File: src/rtl/mram_spi_pkg.sv
// Shared definitions for the MRAM/SPI read path: widths, the serialiser FSM
// encoding, the default settle time and a bitwise majority helper.
package mram_spi_pkg;

  localparam int MRAM_DATA_W           = 16;
  localparam int PTS_IDX_W             = 4;
  localparam int PTS_SETTLE_CYCLES_DEF = 2;

  typedef enum logic [1:0] {
    PTS_IDLE    = 2'd0,
    PTS_SETTLE  = 2'd1,
    PTS_CAPTURE = 2'd2,
    PTS_HOLD    = 2'd3
  } pts_state_e;

  function automatic logic [MRAM_DATA_W-1:0] maj3(
    input logic [MRAM_DATA_W-1:0] a,
    input logic [MRAM_DATA_W-1:0] b,
    input logic [MRAM_DATA_W-1:0] c
  );
    return (a & b) | (a & c) | (b & c);
  endfunction

endpackage

File: src/rtl/pts_bit_mux.sv
// Index-to-bit selection for the MISO stream: low byte first, MSB first
// within each byte.
module pts_bit_mux
  import mram_spi_pkg::*;
(
  input  logic [MRAM_DATA_W-1:0] word_i,
  input  logic [PTS_IDX_W-1:0]   index_i,
  output logic                   bit_o
);

  // tx_order[k] is the word bit that goes out when the slave presents index k
  logic [MRAM_DATA_W-1:0] tx_order;

  for (genvar gi = 0; gi < MRAM_DATA_W; gi++) begin : g_order
    if (gi < 8) begin : g_lo
      assign tx_order[gi] = word_i[7-gi];
    end else begin : g_hi
      assign tx_order[gi] = word_i[23-gi];
    end
  end

  assign bit_o = tx_order[index_i];

endmodule

File: src/rtl/mram_read_pts.sv
// MRAM read parallel-to-serial stage: samples the MRAM bus a settle time after
// each read strobe and streams the held word bit-by-bit toward SPI MISO.
// Build option MRAM_PTS_SAMPLE_VOTE_EN: 3-cycle capture with bitwise majority vote.
module mram_read_pts
  import mram_spi_pkg::*;
#(
  parameter int SETTLE_CYCLES = PTS_SETTLE_CYCLES_DEF,
  parameter int DATA_W        = MRAM_DATA_W
)(
  input  logic                 FPGA_clk,
  input  logic                 FPGA_rst_n,
  input  logic                 pts_en,
  input  logic                 read_en_n,
  input  logic [PTS_IDX_W-1:0] index,
  input  logic [DATA_W-1:0]    mram_dq_in,
  output logic                 ser_data_out,
  output logic [DATA_W-1:0]    word_out,
  output logic                 word_valid,
  output logic [7:0]           capture_cnt
);

  localparam logic [1:0] SETTLE_LOAD = 2'(SETTLE_CYCLES - 1);

  pts_state_e        state_q;
  logic [1:0]        settle_cnt_q;
  logic [DATA_W-1:0] dq_q;
  logic [DATA_W-1:0] word_q;
  logic              rd_n_q;
  logic              valid_q;
  logic              ser_q;
  logic [7:0]        cnt_q;
  logic              rd_fall;
  logic              ser_bit_d;
`ifdef MRAM_PTS_SAMPLE_VOTE_EN
  logic [1:0]        vote_idx_q;
  logic [DATA_W-1:0] samp0_q;
  logic [DATA_W-1:0] samp1_q;
`endif

  assign rd_fall = rd_n_q & ~read_en_n;

  pts_bit_mux u_bit_mux (
    .word_i  (word_q),
    .index_i (index),
    .bit_o   (ser_bit_d)
  );

  always_ff @(posedge FPGA_clk or negedge FPGA_rst_n) begin
    if (!FPGA_rst_n) begin
      state_q      <= PTS_IDLE;
      settle_cnt_q <= '0;
      dq_q         <= '0;
      word_q       <= '0;
      rd_n_q       <= 1'b1;
      valid_q      <= 1'b0;
      ser_q        <= 1'b0;
      cnt_q        <= '0;
`ifdef MRAM_PTS_SAMPLE_VOTE_EN
      vote_idx_q   <= '0;
      samp0_q      <= '0;
      samp1_q      <= '0;
`endif
    end else begin
      // the bus is asynchronous, so nothing downstream ever sees it unregistered
      dq_q   <= mram_dq_in;
      rd_n_q <= read_en_n;
      ser_q  <= pts_en & valid_q & ser_bit_d;

      if (!pts_en) begin
        state_q <= PTS_IDLE;
        valid_q <= 1'b0;
      end else begin
        case (state_q)
          PTS_IDLE: begin
            if (rd_fall) begin
              settle_cnt_q <= SETTLE_LOAD;
              state_q      <= PTS_SETTLE;
            end
          end
          PTS_SETTLE: begin
            if (rd_fall) begin
              settle_cnt_q <= SETTLE_LOAD;
            end else if (settle_cnt_q == 2'd0) begin
              state_q <= PTS_CAPTURE;
`ifdef MRAM_PTS_SAMPLE_VOTE_EN
              vote_idx_q <= '0;
`endif
            end else begin
              settle_cnt_q <= settle_cnt_q - 2'd1;
            end
          end
          PTS_CAPTURE: begin
`ifdef MRAM_PTS_SAMPLE_VOTE_EN
            case (vote_idx_q)
              2'd0: begin
                samp0_q    <= dq_q;
                vote_idx_q <= 2'd1;
              end
              2'd1: begin
                samp1_q    <= dq_q;
                vote_idx_q <= 2'd2;
              end
              default: begin
                word_q  <= maj3(samp0_q, samp1_q, dq_q);
                valid_q <= 1'b1;
                cnt_q   <= cnt_q + 8'd1;
                state_q <= PTS_HOLD;
              end
            endcase
`else
            word_q  <= dq_q;
            valid_q <= 1'b1;
            cnt_q   <= cnt_q + 8'd1;
            state_q <= PTS_HOLD;
`endif
          end
          PTS_HOLD: begin
            if (rd_fall) begin
              settle_cnt_q <= SETTLE_LOAD;
              state_q      <= PTS_SETTLE;
            end
          end
          default: state_q <= PTS_IDLE;
        endcase
      end
    end
  end

  assign ser_data_out = ser_q;
  assign word_out     = word_q;
  assign word_valid   = valid_q;
  assign capture_cnt  = cnt_q;

endmodule

File: config.mk
export PLATFORM = sky130hd
export DESIGN_NAME = mram_read_pts
export DESIGN_NICKNAME = d
export VERILOG_FILES = /design/src/rtl/mram_spi_pkg.sv /design/src/rtl/pts_bit_mux.sv /design/src/rtl/mram_read_pts.sv
export SDC_FILE = /design/constraint.sdc
export NUM_CORES = 1
export LEC_CHECK = 0
export ABC_CLOCK_PERIOD_IN_PS = 2000
export BUFFER_PORTS_ARGS = -buffer_cell sky130_fd_sc_hd__buf_4
export CORE_MARGIN = 2
export CORE_UTILIZATION = 45
export DETAILED_ROUTE_END_ITERATION = 8
export PLACE_DENSITY = 0.7
export SYNTH_ARGS = -nofsm -noshare
export SYNTH_HDL_FRONTEND = slang
export SYNTH_HIERARCHICAL = 1
export SYNTH_SLANG_ARGS = --single-unit
File: constraint.sdc
create_clock -name FPGA_clk -period 2 [get_ports FPGA_clk]
set_clock_uncertainty 0.05 [all_clocks]
set_input_delay 0.1 -clock FPGA_clk [delete_from_list [all_inputs] [get_ports FPGA_clk]]
set_output_delay 0.1 -clock FPGA_clk [all_outputs]
set_load 0.1 [all_outputs]
==> qor.yml, run 1 <==
gr-total-overflow: 0
numPortBuffers: 49
crit_required_ns: 2.12
synth-edff-count: 0
crit_type: "reg -> reg"
die_h_um: 68.2
relSlewSlack_pct: 62.2
r2r_slack_ns: 0.29
max_slew.worst_pin.slew_ns: 0.567
path_cells: "inv_1 -> ha_1 -> and2_4 -> and4_4 -> nand3_1 -> xnor2_1"
synth_area_sq_um: 1850
routedWlPerCell_um: 13.8
status: "completed"
insertion_delay_ns: 0.29
cp-start-kind: "flop"
synthCells: 118
final_nets: 221
grt_pass1_vias: 1197
die_area_sq_um: 4640
hold_start: "index[2]"
whs_endpoint: "ser_data_out"
drc_errors: 0
vias: 1206
hp-class: "in -> reg"
worst-path-buf-inv: 1
synthTopCellsByArea: "dfrtp_1 (62%), mux2_2 (10%), mux4_1 (5.7%), ha_1 (4.1%), xnor2_1 (2.8%)"
yosysWarnings: 6
critical_path.max_fanout: 22
grtUsageTotal_pct: 16.9
syn_to_final_growth_pct: 37.3
r2r_start: "state_q[0]"
grt_pass1_wl_um: 5660
synth_nets: 148
cp_data_arrival_time_ns: 1.83
htree_levels: 2
post-route-util_pct: 64.0
gp_congestion: 0.756
finalSetupViolations: 0
n_fill_cell: 296
hold_viol_final: 0
fmaxAchievable_mhz: 585
endpoint_kind: "flop"
ioPinCount: 50
cts_root_buffer: "clkbuf_8"
core_area_sq_um: 3970
drt_iter0_drc: 46
preCtsSetupSlack_ns: 0.287
cp_top_family: "simple AND/OR/NAND/NOR gates"
reg2regPathDepth: 6
slew_violations: 0
cp_slowest_stage_delay_ns: 0.42
synth-main-ff-cell: "dfrtp_1"
period_minus_slack_ns: 1.71
yosysSeqAreaShare_pct: 63.6
setup_ws_ns: 0.289
avgSynthCellArea_sq_um: 15.7
grt_max_degree: 48
post_cts_resized: 0
cpMaxStageDelayCell: "dfrtp_1"
clkTransAtPathRegs_ns: 0.08
synth_seq_cells: 47
die_w_um: 68.2
synth_top_area_share_pct: 62.2
fin_area_sq_um: 2540
layout-drive-gt1-share_pct: 40.6
tritoncts.num_buffers: 5
ant_nets: 0
final.setup.tns_ns: 0
wirelength_um: 3350
antenna_found_initial: 0
r2r_end: "capture_cnt[6]"
synth.largest_area_cell: "dfrtp_1"
rows: 23
initial_core_util_pct: 46.6
synthArstFlopShare_pct: 100
yosysUniqueCellTypes: 27
diodes: 0
place_area_sq_um: 2270
cap_violations: 0
clock-sinks: 47
fin_crit_sh_pct: 85.5
cts_buffer_depth: 2
whs_path_depth: 3
dr.pass1.iters: 4
cts_tree: "done"
via_per_inst: 4.98
rsz0062_at_grt: "false"
dp_hpwl_um: 2320
[registers in the layout, summed over array words and instances (netlist names)]
register      cells
capture_cnt       8
dq_q             16
rd_n_q            1
ser_data_out      1
settle_cnt_q      2
state_q           2
word_out         16
word_valid        1
[final cells by class]
cell class / instances / area [sq um] / share of cell area [%]
clock buffers: 6 / 72.6 / 2.85
multi-input cells: 65 / 644 / 25.3
clock inverters: 2 / 12.5 / 0.492
well taps: 50 / 62.6 / 2.46
inverters: 4 / 15.0 / 0.591
repair buffers: 68 / 558 / 21.9
flip-flops and latches: 47 / 1180 / 46.3
[cells in the final DEF (no fill, tap or decap)]
| cell type | netlist | final |
|---|---|---|
| buf_4 | 2 | 49 |
| dfrtp_1 | 46 | 46 |
| dlygate4sd3_1 | 0 | 19 |
| mux2_2 | 17 | 17 |
| xnor2_1 | 6 | 6 |
| ha_1 | 6 | 6 |
| nand2_1 | 5 | 5 |
| clkbuf_8 | 0 | 5 |
| inv_1 | 4 | 4 |
| mux4_1 | 4 | 4 |
| nand3_1 | 3 | 3 |
| mux2i_1 | 3 | 3 |
| and3_1 | 2 | 2 |
| nand2b_1 | 2 | 2 |
| a21oi_1 | 2 | 2 |
| o21ai_0 | 2 | 2 |
| nand4_1 | 2 | 2 |
| and2_4 | 1 | 1 |
| xor2_1 | 1 | 1 |
| a21o_1 | 1 | 1 |
| o32a_1 | 1 | 1 |
| a21boi_2 | 1 | 1 |
| o221a_2 | 1 | 1 |
| and2_1 | 1 | 1 |
| o31ai_1 | 1 | 1 |
| a22o_1 | 1 | 1 |
| o21a_1 | 1 | 1 |
| and4_4 | 1 | 1 |
| clkbuf_1 | 0 | 1 |
| clkinvlp_4 | 0 | 1 |
| clkinv_2 | 0 | 1 |
| dfstp_2 | 1 | 1 |
[how the worst max path moves through the flow]
stage | start | depth (start not counted) | end | slack (ns)
2_1_floorplan | word_out[10] | 4 | ser_data_out | 0.11
3_3_place_gp | state_q[0] | 6 | capture_cnt[5] | 0.38
3_5_place_dp | state_q[0] | 6 | capture_cnt[6] | 0.29
4_1_cts | state_q[0] | 6 | capture_cnt[6] | 0.27
5_1_grt | state_q[0] | 6 | capture_cnt[6] | 0.15
6_report | state_q[0] | 6 | capture_cnt[6] | 0.29
[cell usage after synthesis, types with 2 or more instances]
master and number:
dfrtp_1 46, mux2_2 17, ha_1 6, xnor2_1 6
nand2_1 5, inv_1 4, mux4_1 4, mux2i_1 3
nand3_1 3, a21oi_1 2, and3_1 2, buf_4 2
nand2b_1 2, nand4_1 2, o21ai_0 2
[through the flow]
step / std cells / hold WS (ns)
2_1_floorplan: 118 / -0.246
3_3_place_gp: 215 / 0.0804
3_5_place_dp: 215 / 0.0842
4_1_cts: 241 / 0.00493
5_1_grt: 242 / 0.126
6_report: 242 / 0.111
[tightest hold or removal path, cell delays in order]
cell     delay [ns]
buf_4          0.09
mux2i_1        0.06
and3_1         0.17
[repair_timing]
action                    CTS  global route
setup buffers               0             0
hold buffers               18             1
hold endpoints to repair   63             1
[routing by layer]
layer  vias to the layer above  global-route usage [%]  share of wire [%]
met5                         -                       0                  0
met4                         0                    5.25               0.72
met3                         4                    4.44                5.4
met2                        42                    26.7                 49
met1                       592                    22.9                 45
li1                        568                       -                  -
[cell families after synthesis]
group	Yosys count	share of synthesized area (%)
flops	47	63.6
xor+xnor	7	3.31
simple gates	17	5.27
buf+inv	6	1.62
mux	24	17.6
fa+ha+maj	6	4.05
compound gates	11	4.53
Power of run 1 is left out: the tool's default activity adds up to more than one toggle a clock period on the data nets, which glitch-free logic cannot reach.
==> run 2: changes to the inputs <==
- ABC_CLOCK_PERIOD_IN_PS: 2000 -> 1500
- PLACE_DENSITY: 0.7 -> 0.73
- clock period: 2 -> 1.5 ns (I/O delays scaled with it)
==> qor.yml, run 2 (synthesized netlist as in run 1, its figures left out) <==
status: "completed"  # unchanged
path_cells: "mux4_1 -> mux2i_1 -> mux2i_1 -> and3_1"  # was inv_1 -> ha_1 -> and2_4 -> and4_4 -> nand3_1 -> xnor2_1
gp_congestion: 0.688  # was 0.756
initial_core_util_pct: 46.6  # unchanged
die_h_um: 68.2  # unchanged
n_fill_cell: 293  # was 296
via_per_inst: 5.02  # was 4.98
tritoncts.num_buffers: 5  # unchanged
core_area_sq_um: 3970  # unchanged
cap_violations: 0  # unchanged
ioPinCount: 50  # unchanged
clock-sinks: 47  # unchanged
ant_nets: 0  # unchanged
cts_tree: "done"  # unchanged
htree_levels: 2  # unchanged
final_nets: 229  # was 221
cp_data_arrival_time_ns: 1.63  # was 1.83 ns
clkTransAtPathRegs_ns: 0.08  # about the same
multi_input_area_sq_um: 697  # was 644 sq um
max_slew.worst_pin.slew_ns: 0.567  # about the same
cp_slowest_stage_delay_ns: 0.50  # was 0.42 ns
grt_max_degree: 48  # unchanged
cp-start-kind: "flop"  # unchanged
final.setup.tns_ns: 0  # unchanged
routedWlPerCell_um: 15.4  # was 13.8 um
hp-class: "in -> reg"  # unchanged
crit_required_ns: 1.64  # was 2.12 ns
dp_hpwl_um: 2610  # was 2320 um
critical_path.max_fanout: 3  # was 22
endpoint_kind: "flop"  # unchanged
antenna_found_initial: 0  # unchanged
relSlewSlack_pct: 62.2  # about the same
final_cell_mix: "buf_4 (54), dfrtp_2 (23), dfrtp_1 (23)"  # was buf_4 (49), dfrtp_1 (46), dlygate4sd3_1 (19)
dr.pass1.iters: 4  # unchanged
fin_crit_sh_pct: 99.1  # was 85.5%
layout-drive-gt1-share_pct: 60.0  # was 40.6%
final_common_cell: "buf_4"  # unchanged
vias: 1254  # was 1206
syn_to_final_growth_pct: 46.7  # was 37.3%
cts_buffer_depth: 2  # unchanged
grtUsageTotal_pct: 18.1  # was 16.9%
slew_violations: 0  # unchanged
die_area_sq_um: 4640  # unchanged
drt_iter0_drc: 27  # was 46
grt_pass1_wl_um: 6030  # was 5660 um
drc_errors: 0  # unchanged
gr-total-overflow: 0  # unchanged
die_w_um: 68.2  # unchanged
regArea_sq_um: 1210  # was 1180 sq um
rows: 23  # unchanged
diodes: 0  # unchanged
hold_viol_final: 0  # unchanged
fmaxAchievable_mhz: 673  # was 585 MHz
grt_pass1_vias: 1299  # was 1197
insertion_delay_ns: 0.30  # was 0.29 ns
rsz0062_at_grt: "true"  # was false
cp_common_cell: "mux2i_1"
numPortBuffers: 49  # unchanged
crit_type: "reg -> reg"  # unchanged
cts_root_buffer: "clkbuf_8"  # unchanged
wirelength_um: 3860  # was 3350 um
cpMaxStageDelayCell: "mux4_1"  # was dfrtp_1
period_minus_slack_ns: 1.49  # was 1.71 ns
finalSetupViolations: 0  # unchanged
==> run 2: cell count changes in the layout (fill, tap and decap cells not counted), moves of 2 or more <==
cell / change
buf_4: +5
clkinv_2: +2
dfrtp_1: -23
dfrtp_2: +23
ha_1: -2
mux2_2: -7
mux2_4: +7
mux4_1: -3
mux4_2: +3
nand3_1: -2
nand3_2: +2
==> run 2: final cells by class <==
class / count / share of cell area, %
clock buffer: 5 / 2.53
sequential: 47 / 44.4
timing repair buffer: 76 / 24.0
tap: 50 / 2.30
inverter: 4 / 0.553
clock inverter: 3 / 0.553
multi-input combinational: 65 / 25.7
==> run 2: path summary, 6_finish.rpt <==
path	start	endpoint	slack, ns	cells past startpoint
max	word_out[1]	ser_data_out	0.01	4
min	index[2]	ser_data_out	0.09	3
max reg2reg	word_out[1]	ser_data_out	0.01	4
min reg2reg	capture_cnt[7]	capture_cnt[7]	0.43	1
max in group asynchronous	FPGA_rst_n	word_out[1]	0.72	2
min in group asynchronous	FPGA_rst_n	word_out[15]	0.26	2
==> run 2: repair_timing <==
item / in CTS / in global routing
endpoints found under the hold margin: 65 / 0
cloned: 0 / 1
setup buffers: 1 / 3
setup endpoints to repair: 3 / 23
pin swaps: 1 / 7
resized for setup: 1 / 19
hold buffers: 19 / 0
==> run 2: per-stage QoR <==
step                      utilization (%)  setup WS, ns  instances  cell area, sq um  hold slack (ns)
final                                68.4        0.0137        250              2720           0.0855
after global routing                 68.4       -0.0337        250              2720           0.0721
after CTS                            65.7       0.00807        246              2610           0.0785
after detailed placement             58.7       -0.0114        218              2330           0.0603
after global placement               58.7        0.0323        218              2330           0.0508
after floorplan                         -        -0.184        118              1880           -0.271
==> run 2: critical path: cells and delay by family (launching register included) <==
| kind | cells | cell delay, ns |
|---|---|---|
| multiplexers | 3 | 0.73 |
| flip-flops | 1 | 0.43 |
| AND/OR/NAND/NOR | 1 | 0.18 |
==> run 2: routing by layer <==
metal / part of all wire, % / routed length (um) / up-vias / global-route usage, %
met2: 52 / 2010 / 34 / 30.0
met3: 4.6 / 178 / 6 / 5.10
met5: 0 / 0 / - / 0
met1: 42 / 1620 / 633 / 22.9
met4: 1.4 / 54 / 0 / 6.00
li1: - / - / 581 / -
Power of run 2 is left out for the same reason.
